### config.mk
export PLATFORM = sky130hd
export DESIGN_NAME = mem_responder
export DESIGN_NICKNAME = d
export VERILOG_FILES = /design/src/rtl/mem_responder.sv
export SDC_FILE = /design/constraint.sdc
export NUM_CORES = 1
export LEC_CHECK = 0
export BUFFER_PORTS_ARGS = -buffer_cell sky130_fd_sc_hd__clkbuf_2
export CELL_PAD_IN_SITES_DETAIL_PLACEMENT = 2
export CELL_PAD_IN_SITES_GLOBAL_PLACEMENT = 2
export CORE_ASPECT_RATIO = 1.4
export CORE_MARGIN = 2
export CORE_UTILIZATION = 40
export DETAILED_ROUTE_END_ITERATION = 16
export PLACE_DENSITY_LB_ADDON = 0.15
export SETUP_SLACK_MARGIN = 0.5
export SLEW_MARGIN = 20
export SYNTH_ARGS = -nofsm -noshare
export SYNTH_HDL_FRONTEND = slang
export SYNTH_SLANG_ARGS = --single-unit
### constraint.sdc
create_clock -name clk -period 2.5 [get_ports clk]
set_input_delay 0.75 -clock clk [delete_from_list [all_inputs] [get_ports clk]]
set_output_delay 0.75 -clock clk [all_outputs]
set_load 0.005 [all_outputs]
### src/rtl/mem_responder.sv
// mem_responder: memory-side responder holding 2**ADDR_WIDTH words of
// DATA_WIDTH bits. It services single-word reads and writes and inserts
// WAIT_STATES extra cycles between accepting a request and acknowledging it.
// After every reset it sweeps the whole array to zero before it accepts
// any request.
//
// Ports:
//   clk         - single clock; all logic updates on the rising edge
//   rst         - synchronous, active-high reset
//   read        - read request (sampled only while ready=1)
//   write       - write request (sampled only while ready=1)
//   addr        - request address
//   data_in     - write data
//   data_out    - read data; valid while ack=1 after a read, then held
//   ready       - responder accepts a request on this cycle's edge
//   ack         - one-cycle pulse: the accepted request has completed
//   err         - one-cycle pulse: read and write were both high in IDLE
//   dbg_state_o - current FSM state (0=CLEAR 1=IDLE 2=WAIT 3=DONE)
//
// Handshake: a request is accepted on a rising edge where ready=1 and
// exactly one of read/write is high. The initiator holds the request
// until it sees ready=1 at an edge; requests made while ready=0 are
// dropped. Once accepted, addr and data_in are latched, so the inputs
// may change freely. ack pulses for exactly one cycle, and ready returns
// on the cycle after ack.
module mem_responder #(
    parameter int ADDR_WIDTH  = 5,
    parameter int DATA_WIDTH  = 8,
    parameter int WAIT_STATES = 0
) (
    input  logic                  clk,
    input  logic                  rst,
    input  logic                  read,
    input  logic                  write,
    input  logic [ADDR_WIDTH-1:0] addr,
    input  logic [DATA_WIDTH-1:0] data_in,
    output logic [DATA_WIDTH-1:0] data_out,
    output logic                  ready,
    output logic                  ack,
    output logic                  err,
    output logic [1:0]            dbg_state_o
);

    localparam int DEPTH = 2 ** ADDR_WIDTH;
    // The sweep counter has one spare bit, so the compare against
    // DEPTH-1 never has to rely on a wrap-around.
    localparam logic [ADDR_WIDTH:0] LAST_ADDR = (ADDR_WIDTH + 1)'(DEPTH - 1);
    localparam logic [3:0]          WS_LOAD   = 4'(WAIT_STATES);
    localparam bit                  NO_WAIT   = (WAIT_STATES == 0);

    typedef enum logic [1:0] {
        S_CLEAR = 2'd0,
        S_IDLE  = 2'd1,
        S_WAIT  = 2'd2,
        S_DONE  = 2'd3
    } state_t;

    state_t                  state_q, state_d;
    logic [ADDR_WIDTH:0]     count_q, count_d;
    logic [3:0]              wait_q, wait_d;
    logic                    op_wr_q, op_wr_d;
    logic [ADDR_WIDTH-1:0]   addr_q, addr_d;
    logic [DATA_WIDTH-1:0]   wdata_q, wdata_d;
    logic [DATA_WIDTH-1:0]   dout_q, dout_d;
    logic                    err_q, err_d;

    logic [DATA_WIDTH-1:0]   mem [DEPTH];

    logic                    mem_we;
    logic [ADDR_WIDTH-1:0]   mem_waddr;
    logic [DATA_WIDTH-1:0]   mem_wdata;
    logic                    rd_en;
    logic [ADDR_WIDTH-1:0]   rd_addr;

    always_comb begin
        state_d   = state_q;
        count_d   = count_q;
        wait_d    = wait_q;
        op_wr_d   = op_wr_q;
        addr_d    = addr_q;
        wdata_d   = wdata_q;
        dout_d    = dout_q;
        err_d     = 1'b0;
        mem_we    = 1'b0;
        mem_waddr = addr_q;
        mem_wdata = wdata_q;
        rd_en     = 1'b0;
        rd_addr   = addr_q;

        case (state_q)
            S_CLEAR: begin
                mem_we    = 1'b1;
                mem_waddr = count_q[ADDR_WIDTH-1:0];
                mem_wdata = '0;
                count_d   = count_q + 1'b1;
                if (count_q == LAST_ADDR) begin
                    state_d = S_IDLE;
                end
            end

            S_IDLE: begin
                if (read && write) begin
                    // Illegal request: report it and stay available.
                    err_d = 1'b1;
                end else if (read || write) begin
                    op_wr_d = write;
                    addr_d  = addr;
                    wdata_d = data_in;
                    if (NO_WAIT) begin
                        // Without wait states the access completes on the
                        // accepting edge, so use the live inputs directly.
                        state_d = S_DONE;
                        if (write) begin
                            mem_we    = 1'b1;
                            mem_waddr = addr;
                            mem_wdata = data_in;
                        end else begin
                            rd_en   = 1'b1;
                            rd_addr = addr;
                        end
                    end else begin
                        wait_d  = WS_LOAD;
                        state_d = S_WAIT;
                    end
                end
            end

            S_WAIT: begin
                if (wait_q == 4'd1) begin
                    state_d = S_DONE;
                    if (op_wr_q) begin
                        mem_we = 1'b1;
                    end else begin
                        rd_en = 1'b1;
                    end
                end else begin
                    wait_d = wait_q - 4'd1;
                end
            end

            S_DONE: begin
                state_d = S_IDLE;
            end

            default: begin
                state_d = S_CLEAR;
                count_d = '0;
            end
        endcase

        if (rd_en) begin
            dout_d = mem[rd_addr];
        end
    end

    always_ff @(posedge clk) begin
        if (rst) begin
            state_q <= S_CLEAR;
            count_q <= '0;
            wait_q  <= '0;
            op_wr_q <= 1'b0;
            addr_q  <= '0;
            wdata_q <= '0;
            dout_q  <= '0;
            err_q   <= 1'b0;
        end else begin
            state_q <= state_d;
            count_q <= count_d;
            wait_q  <= wait_d;
            op_wr_q <= op_wr_d;
            addr_q  <= addr_d;
            wdata_q <= wdata_d;
            dout_q  <= dout_d;
            err_q   <= err_d;
        end
    end

    // The array itself has no reset; the CLEAR sweep zeroes it. Reset
    // blocks writes, so an access aborted by reset never lands.
    always_ff @(posedge clk) begin
        if (!rst && mem_we) begin
            mem[mem_waddr] <= mem_wdata;
        end
    end

    assign data_out    = dout_q;
    assign ready       = (state_q == S_IDLE);
    assign ack         = (state_q == S_DONE);
    assign err         = err_q;
    assign dbg_state_o = state_q;

endmodule

Yosys cells after proc, flatten, opt, wreduce, memory -nomap -nowiden
Memory sizes are Yosys's and may differ from the RTL's. A register that Yosys moved wholly into a read port is not among the register bits.
Cells that the tools add are included.
{"block": "classes", "add_sub_neg": 2, "eq_ne": 9, "mux": 32, "bitwise": 3, "n_reduce_logical": 9}
{"op": "$mux 5", "n": 7}
{"op": "$mux 8", "n": 3}
{"op": "$pmux 8 s2", "n": 1}
{"op": "$mux 1", "n": 13}
{"op": "$pmux 5 s2", "n": 1}
{"op": "$mux 2", "n": 4}
{"op": "$pmux 2 s4", "n": 1}
{"op": "$add 6x1->6 const B", "n": 1}
{"op": "$eq 6x5->1 const B", "n": 1}
{"op": "$ne 2x2->1 const B", "n": 3}
{"op": "$eq 2x2->1 const B", "n": 2}
{"op": "$eq 4x1->1 const B", "n": 1}
{"op": "$reduce_and 4->1", "n": 1}
{"op": "$sub 4x1->4 const B", "n": 1}
{"op": "$not 1->1", "n": 3}
{"op": "$pmux 1 s3", "n": 1}
{"op": "$reduce_and 3->1", "n": 1}
{"op": "$eq 2x1->1 const B", "n": 1}
{"op": "$logic_and 1x1->1", "n": 2}
{"op": "$logic_not 2->1", "n": 1}
{"op": "$ne 2x1->1 const B", "n": 1}
{"op": "$pmux 1 s2", "n": 1}
{"op": "$reduce_and 2->1", "n": 1}
{"op": "$reduce_or 2->1", "n": 1}
{"op": "2 further kinds", "n": 2}
{"block": "word_totals", "register_bits": 27, "ram_bits": 256, "inputBits": 17, "out_inout_bits": 13, "n_memories": 1}
{"name": "mem", "depth": 32, "word_bits": 8, "rd": 1, "rd_ports_with_merged_regs": 1, "write_ports": 1, "line": "67", "rtl": "logic [DATA_WIDTH-1:0] mem [DEPTH];"}

Logic depth before layout (Yosys ltp)
Gate-level depths: netlist of run 1.
{"block": "depth", "word_depth": 7, "depth_mapped": 12}

Worst setup path after synthesis of run 1
No wires, ideal clock.
{"block": "synth_path", "path_kind": "input-to-reg", "from": "input read", "to": "memory mem[13][0] (enable)", "setup_time_ns": 0.370, "arrival_time_ns": 2.280, "path_slack_ns": -0.150, "path_stages": 7, "n_path_buf": 1, "cell_sequence": "and3b_1 > clkbuf_1 > nor2_1 > a211oi_1 > nor2b_1 > nand2_1 > nor2_1"}
{"block": "synth_between", "elab_chain_cells": 7, "word_cells_on_any_way": 11, "classes_between": "8 x mux; 3 x reduce/logical"}
{"element": "start, declared", "line": "33", "rtl": "input logic read,"}
{"element": "$logic_or 1x1->1", "line": "105", "rtl": "end else if (read || write) begin"}
{"element": "$mux 1", "line": "105"}
{"element": "$mux 1", "line": "102", "rtl": "if (read && write) begin"}
{"element": "$pmux 1 s3", "line": "90", "rtl": "case (state_q)"}
{"element": "$logic_and 1x1->1", "line": "181", "rtl": "if (!rst && mem_we) begin"}
{"element": "$mux 1", "line": "181"}
{"element": "$mux 1 (not written as such)", "line": "182", "rtl": "mem[mem_waddr] <= mem_wdata;"}
{"element": "end, declared", "line": "67"}
Parallel ways exist; a longest one is shown, timed or not.

Final worst setup path of run 1
{"block": "layout_path", "from": "register state_q[1] (netlist: dbg_state_o[1])", "to": "register dout_q[5] (netlist: data_out[5]), read port of mem"}
{"block": "layout_between", "elab_chain_cells": 2, "word_cells_on_any_way": 4, "classes_between": "2 x eq/ne; 2 x mux"}
{"element": "start, declared", "line": "58", "rtl": "state_t state_q, state_d;"}
{"element": "start signal, assigned", "line": "167", "rtl": "state_q <= state_d;"}
{"element": "$eq 2x2->1 / $eq 2x1->1 (equally long branches)", "line": "90"}
{"element": "$pmux 1 s2 / $mux 5 (equally long branches)", "line": "90"}
{"element": "end, declared", "line": "64", "rtl": "logic [DATA_WIDTH-1:0] dout_q, dout_d;"}
Parallel ways exist; a longest one is shown, timed or not.
A chain may end at the register's enable or synchronous reset.

==> summary.md, run 1 <==
| Metric | Value |
|---|---|
| Status | finished with violations |
| Failing checks | setup timing |
| # port buffers | 29 |
| Synthesized area | around 0.012 mm^2 |
| Die area | ~0.032 mm^2 |
| CP max FO | 17 |
| Initial antenna violation count | 6 |
| Largest net degree at the start of global routing | 33 |
| WL final | 69,100 um |
| H-tree depth | 1 |
| Switch share | a little over a third |
| DP Worst Slack | -888 ps |
| Logic pwr share | 30.5% |
| Worst Setup End Kind | flip-flop |
| Synth top area share | a little over three fifths |
| Core area | 0.0300 mm^2 |
| Final period util | 112% |
| Synth async-reset ratio | 0% |
| Num CTS Buffers | 30 |
| Worst slew pin tran | around 740 ps |
| YS warnings | 0 |
| Power density over the cells | ~860 mW/mm^2 |
| Antenna cells | 0 |
| Setup TNS | -25,550 ps |
| Worst hold-check slack | around 480 ps |
| Critical path type | reg2reg |
| Post-Synth Adder-Cell Area | less than 1% |
| Vias per inst | 6.71 |
| Detailed Routing Iterations Pass 1 | 5 |
| Synth Instances | 935 |
| Final non-filler cell area | around 0.018 mm^2 |
| Min Tclk post-route | roughly 2800 ps |
| Final HPWL DP | a little over 30,000 um |
| Worst Hold Class | in2reg |
| Startpoint Class | flip-flop |
| Worst reg2reg path depth | 12 |
| Final antenna-violating net count | 0 |
| Via count | around 11,000 |
| Worst setup startpoint | dbg_state_o[1]$_SDFFE_PP0P_ |
| Internal power | 10.1 mW |
| Worst EP arrival | between 3000 and 4000 ps |
| Layout Nets | 1,194 |
| Reg2reg setup slack | -300 ps |
| Vias in the first global route | approximately 11,000 |
| Reg power frac | 37.2% |
| Max-cap violations | 0 |
| Final WS setup | -305 ps |
| Static leakage | between 6 and 7 nW |
| R2R Path Start | dbg_state_o[1]$_SDFFE_PP0P_ |
| Simple-gate share of the synthesized area | a little under an eighth |
| Clock share of power | 32.3% |
| Post-synth net total | 959 |
| Number of synthesized flops with an enable pin | approximately 260 |
| Yosys reg bits | roughly 290 |
| Die Wd | between 150 and 200 um |
| Routability cong. | between 0.8 and 0.9 |
| Hold EP | wdata_q[5]$_SDFFE_PP0P_ |
| Max-slew violation count | 0 |
| Sequential fraction of the synthesis area | between 60 and 70% |
| NetSw | about 5.4 mW |
| Synth Area in Compound Gates | a little under an eighth |
| Worst-Skew Late Latency | roughly 600 ps |
| # DRC | 0 |
| Number of DRC markers in iteration 0 | between 1,000 and 1,500 |
| RR Endpoint | data_out[5]$_SDFFE_PP0P_ |
| Post-synthesis average cell area | 13.0 um^2 |
| Die height | 211 um |
| Clk buf depth | 3 |
| Congestion Overflow GR | 0 |
| Post-synth top flop | edfxtp_1 |
| Ranking of synthesized cells by area | edfxtp_1, dfxtp_1, nand2_1 |
| WHS Path Cells | 3 |
| Fmax | 357 MHz |
| Skew final | approximately 26 ps |
| Synth cell types | 51 |
| Clock root buffer | clkbuf_16 |
| Starting Density | between 40 and 50% |
| Post-synthesis mux area share | between 3 and 4% |
| Row count | between 70 and 80 |
| Critical path required time | approximately 3000 ps |
| Clk pin slew, worst setup/hold paths | roughly 80 ps |
| Core Util, Final | between 60% and 70% |
| Post-synth top area cell | edfxtp_1 |
| First-pass GRT wire length | 81,300 um |
| Max IR drop VDD | slightly above 700 uV |
| Slew margin rel. | 49.6% |
| Clock sink count | roughly 290 |
| DP Area | about 0.014 mm^2 |
| Unrepaired setup endpoints after global routing | yes |
| DR WL/cell | ~44 um |
| Largest family of logic cells by synthesized area | compound AO/OA/AOI/OAI gates |
| Setup Viol. Count Final | between 200 and 300 |
| CTS tree | done |
| Min-delay src | data_in[5] |
| XOR/XNOR share of the synthesized area | less than 1% |
| Area growth, synth to finish | 48.8% |
| Total global-route track usage | about 37% |
| Num ports | 30 |
| Final hold vios | 0 |
| Layout cells sized above 1 | a little over two fifths |
[critical path: stages (launching register included)]
cell       delay, ps
dfxtp_2          330
inv_2             50
ha_4             180
and4b_2          270
buf_6            160
buf_12           130
buf_12           140
nor2b_1          300
a221oi_2         160
nor4_2           510
o2111ai_1        210
buf_4            170
o211ai_1         100
[cells by family after synthesis]
| logic type | count (synthesis) |
|---|---|
| AO/OA/AOI/OAI | 203 |
| XOR/XNOR | 8 |
| adder cells (fa/ha/maj) | 7 |
| buffers and inverters | 73 |
| flip-flops | 291 |
| multiplexers | 47 |
| AND/OR/NAND/NOR | 306 |
[cell type report]
type	count	area, um^2
timing repair buffer	259	3210
sequential	291	8390
clock buffer	39	866
multi-input combinational	573	4980
tap	385	482
clock inverter	17	145
inverter	15	58.8
fill	2519	11900
[cells in the mapped netlist, types with 2 or more instances]
cell type,n
a211oi_1,22
a21o_1,2
a21oi_1,68
a21oi_2,2
a221o_1,5
a221oi_1,36
a22oi_1,24
a31oi_1,7
a32oi_1,6
and2_1,3
and3_1,6
and3b_1,2
and4b_1,4
buf_2,18
buf_6,5
clkbuf_1,33
dfxtp_1,35
edfxtp_1,256
ha_1,7
inv_1,15
mux2_2,5
mux2i_1,40
nand2_1,162
nand3_1,17
nand3b_1,6
nand4_1,4
nor2_1,54
nor2b_1,27
nor3_1,2
nor3b_1,8
nor4_1,8
o2111ai_1,7
o211ai_1,13
o21ai_0,3
xnor2_1,4
xor2_1,4
[layout by cell type, fill, tap and decap left out, types with 14 or more instances in the layout]
cell,n
a211oi_1,15
a21oi_1,56
a221oi_1,16
a221oi_2,14
buf_12,64
buf_4,104
buf_6,42
clkbuf_16,43
clkbuf_2,27
dfxtp_1,33
edfxtp_1,256
mux2i_1,28
nand2_1,133
nand2_8,20
nor2_1,15
nor2_4,37
nor2b_1,23
[registers in the layout, summed over array words and instances, names as in the netlist]
signal and cells:
addr_q 5, mem 256, op_wr_q 1, err 1, wdata_q 8, count_q 6
wait_q 4, dbg_state_o 2, data_out 8
[metrics by stage]
stage / total power [mW] / cells
floorplan: 7.34 / 935
global placement: 8.56 / 1418
detailed placement: 8.69 / 1418
CTS: 14.0 / 1550
global route: 15.7 / 1579
finish: 15.5 / 1579
[layer usage]
metal / track usage, % / vias up / part of all wire, %
li1: - / 4052 / -
met1: 41.5 / 5414 / 34
met2: 62.2 / 789 / 48
met3: 7.25 / 331 / 8.1
met4: 24.4 / 6 / 9.8
met5: 0 / - / 0.048
[repair_timing]
action                                  CTS  global route
endpoints found under the setup margin  535           536
cloned                                    8            14
gates resized for setup                 143           127
pin swaps                                62            58
hold buffers                              0             0
setup buffers                            68            15
[power groups by stage]
stage / registers [mW] / clock network, mW / logic [mW]
floorplan: 5.75 / 0 / 1.59
global placement: 5.77 / 0 / 2.79
detailed placement: 5.79 / 0 / 2.90
CTS: 5.70 / 4.68 / 3.67
global route: 5.77 / 5.14 / 4.76
finish: 5.77 / 5.01 / 4.73
[worst max-delay path by stage]
stage                               endpoint  depth (start not counted)
floorplan               mem[25][0]$_DFFE_PP_                          7
global placement    data_out[7]$_SDFFE_PP0P_                         10
detailed placement  data_out[7]$_SDFFE_PP0P_                         11
CTS                 data_out[7]$_SDFFE_PP0P_                         13
global route        data_out[2]$_SDFFE_PP0P_                         13
finish              data_out[5]$_SDFFE_PP0P_                         12
Power figures use the tool's default switching activity.
==> inputs of run 2 (changes only) <==
CORE_ASPECT_RATIO = 0.6   (was 1.4)
PLACE_DENSITY_LB_ADDON = 0.08   (was 0.15)
==> run 2 against run 1 <==
  * The flow still finishes with violations (setup timing)
  * Sequential power is 0.7% lower
  * Via count down 13%
  * Worst setup slack better by 200 ps
  * Largest cell class unchanged
  * Largest power group unchanged
==> summary.md, run 2 (synthesis results as in run 1) <==
| Metric | Value |
|---|---|
| Starting Density | 40.7% (was 40.6%) |
| Routability cong. | 0.871 (was 0.840) |
| Vias per inst | 5.98 (was 6.71) |
| Worst Hold Class | in2reg (unchanged) |
| Biggest register | mem (unchanged) |
| CTS Hold Bufs | 0 (unchanged) |
| Final HPWL DP | 29,500 um (was 30,500 um) |
| Clk buf depth | 3 (unchanged) |
| Min Tclk post-route | 2610 ps (was 2800 ps) |
| Layout Cells excl Fill | 1,544 (was 1,579) |
| Worst EP arrival | 2860 ps (was 3310 ps) |
| Congestion Overflow GR | 0 (unchanged) |
| Static leakage | 5.72 nW (was 6.31 nW) |
| Largest net degree at the start of global routing | 33 (unchanged) |
| # DRC | 0 (unchanged) |
| Clk pin slew, worst setup/hold paths | 70 ps (was 80 ps) |
| Critical path type | reg2reg (unchanged) |
| Final period util | 104% (was 112%) |
| Placed cells | 1,426 (was 1,418) |
| Core area | 0.0300 mm^2 (about the same) |
| Max IR drop VDD | 735 uV (was 721 uV) |
| Multi-input gate area | 0.00449 mm^2 (was 0.00498 mm^2) |
| Worst Path Buf+Inv | 2 (was 5) |
| Num ports | 30 (unchanged) |
| Status | finished with violations (unchanged) |
| Final hold vios | 0 (unchanged) |
| Worst Setup End Kind | flip-flop (unchanged) |
| Skew final | 20.4 ps (was 26.2 ps) |
| Initial antenna violation count | 4 (was 6) |
| Final WS setup | -108 ps (was -305 ps) |
| Total global-route track usage | 30.2% (was 36.7%) |
| Detailed Routing Iterations Pass 1 | 5 (unchanged) |
| Die Wd | 229 um (was 152 um) |
| CP max FO | 8 (was 17) |
| Worst-Skew Late Latency | 580 ps (was 600 ps) |
| First-pass GRT wire length | 70,300 um (was 81,300 um) |
| # port buffers | 29 (unchanged) |
| DR WL/cell | 32.4 um (was 43.7 um) |
| Num CTS Buffers | 29 (was 30) |
| Core Util, Final | 55.7% (was 60.4%) |
| Layout cells sized above 1 | 35.4% (was 42.7%) |
| Slowest cell delay on critical path | 360 ps (was 510 ps) |
| Critical path required time | 2750 ps (was 3010 ps) |
| Slew margin rel. | 60.1% (was 49.6%) |
| Clock root buffer | clkbuf_16 (unchanged) |
| Power density over the cells | 845 mW/mm^2 (was 855 mW/mm^2) |
| Cell mode on critical path | nor2_4 (was buf_12) |
| Via count | 9,230 (was 10,600) |
| Area growth, synth to finish | 37.0% (was 48.8%) |
| Max FFs per register | 256 (unchanged) |
| WL final | 50,100 um (was 69,100 um) |
| Failing checks | setup timing (unchanged) |
| Most frequent cells in the layout | edfxtp_1, nand2_1, buf_4, a21oi_1, buf_12 (was edfxtp_1, nand2_1, buf_4, buf_12, a21oi_1) |
| Die area | 0.0319 mm^2 (about the same) |
| Final antenna-violating net count | 0 (unchanged) |
| Row count | 49 (was 75) |
| Register area | 0.00839 mm^2 (about the same) |
| Setup Viol. Count Final | 233 (was 264) |
| Clock sink count | 291 (unchanged) |
| Unrepaired setup endpoints after global routing | yes (unchanged) |
| Setup TNS | -9900 ps (was -25,550 ps) |
| Number of DRC markers in iteration 0 | 806 (was 1,324) |
| CP cell instances | inv_2, ha_4, buf_4, nand3b_1, and3_4, a221o_1, nor2_4, nand2_4, nor2_4 (was inv_2, ha_4, and4b_2, buf_6, buf_12, buf_12, nor2b_1, a221oi_2, nor4_2, o2111ai_1, buf_4, o211ai_1) |
| Vias in the first global route | 9,978 (was 10,700) |
| Layout Nets | 1,133 (was 1,194) |
| CP delay by family, top | simple AND/OR/NAND/NOR gates (unchanged) |
| Max-cap violations | 0 (unchanged) |
| Commonest non-fill, non-tap cell in the layout | edfxtp_1 (unchanged) |
| Fmax | 383 MHz (was 357 MHz) |
| CTS tree | done (unchanged) |
| Max-slew violation count | 0 (unchanged) |
| H-tree depth | 1 (unchanged) |
| # fillers | 2,691 (was 2,519) |
| Die height | 139 um (was 211 um) |
| Startpoint Class | flip-flop (unchanged) |
| Worst slew pin tran | 596 ps (was 736 ps) |
| Crit path max-delay cell type | a221o_1 (was nor4_2) |
| Power consumption | 14.1 mW (was 15.5 mW) |
==> run 2: changes by cell type in the layout (fill, tap and decap cells not counted), sizes merged <==
| cell | delta |
|---|---|
| clkbuf | -14 |
| bufinv | +2 |
| clkinv | +1 |
| and3b | -1 |
| bufbuf | -2 |
| buf | -47 |
| diode | +4 |
| a21o | -1 |
==> run 2: path summary, 6_finish.rpt <==
path | from | endpoint | slack (ps) | cells past startpoint
worst max-delay path | dbg_state_o[1]$_SDFFE_PP0P_ | mem[0][6]$_DFFE_PP_ | -110 | 9
worst min-delay path | data_in[3] | wdata_q[3]$_SDFFE_PP0P_ | 420 | 3
worst max register to register | dbg_state_o[1]$_SDFFE_PP0P_ | mem[0][6]$_DFFE_PP_ | -110 | 9
worst min register to register | wdata_q[7]$_SDFFE_PP0P_ | wdata_q[7]$_SDFFE_PP0P_ | 460 | 2
==> run 2: metal layers <==
metal | global-route usage [%] | share of wire [%] | vias up
met5 | 0 | 0 | -
met4 | 7.31 | 2.8 | 0
met3 | 7.48 | 8.1 | 95
met2 | 48.1 | 47 | 359
met1 | 41.8 | 42 | 4853
li1 | - | - | 3923
==> run 2: layout make-up <==
type / count / area share [%]
Inverter: 15 / 0.337
Antenna cell: 4 / 0.0600
Sequential cell: 291 / 50.3
Tap cell: 408 / 3.06
Clock buffer: 34 / 4.58
Timing Repair Buffer: 201 / 13.5
Clock inverter: 20 / 1.27
Multi-Input combinational cell: 571 / 26.9
==> run 2: repair_timing <==
action	CTS	global route
pin swaps	67	37
cloned	3	3
endpoints found under the setup margin	279	536
setup buffers	46	8
gates resized for setup	90	46
==> run 2: tightest hold or removal path: stages <==
cell and delay [ps]:
clkbuf_2 90, nand2_1 50, a21oi_1 60
==> run 2: report_power, final <==
part,internal [mW],switching [mW],total [mW]
combinational,1.45,2.29,3.74
sequential,5.58,0.158,5.73
clock,2.60,2.03,4.63
total,9.63,4.47,14.1
==> run 2: through the flow <==
step / hold WS (ps) / setup WS (ps) / cell area (um^2)
global placement: 438 / -491 / 14200
global route: 428 / -204 / 16700
finish: 422 / -108 / 16700
CTS: 420 / -41.7 / 16300
detailed placement: 456 / -542 / 14200
floorplan: 432 / 122 / 12700
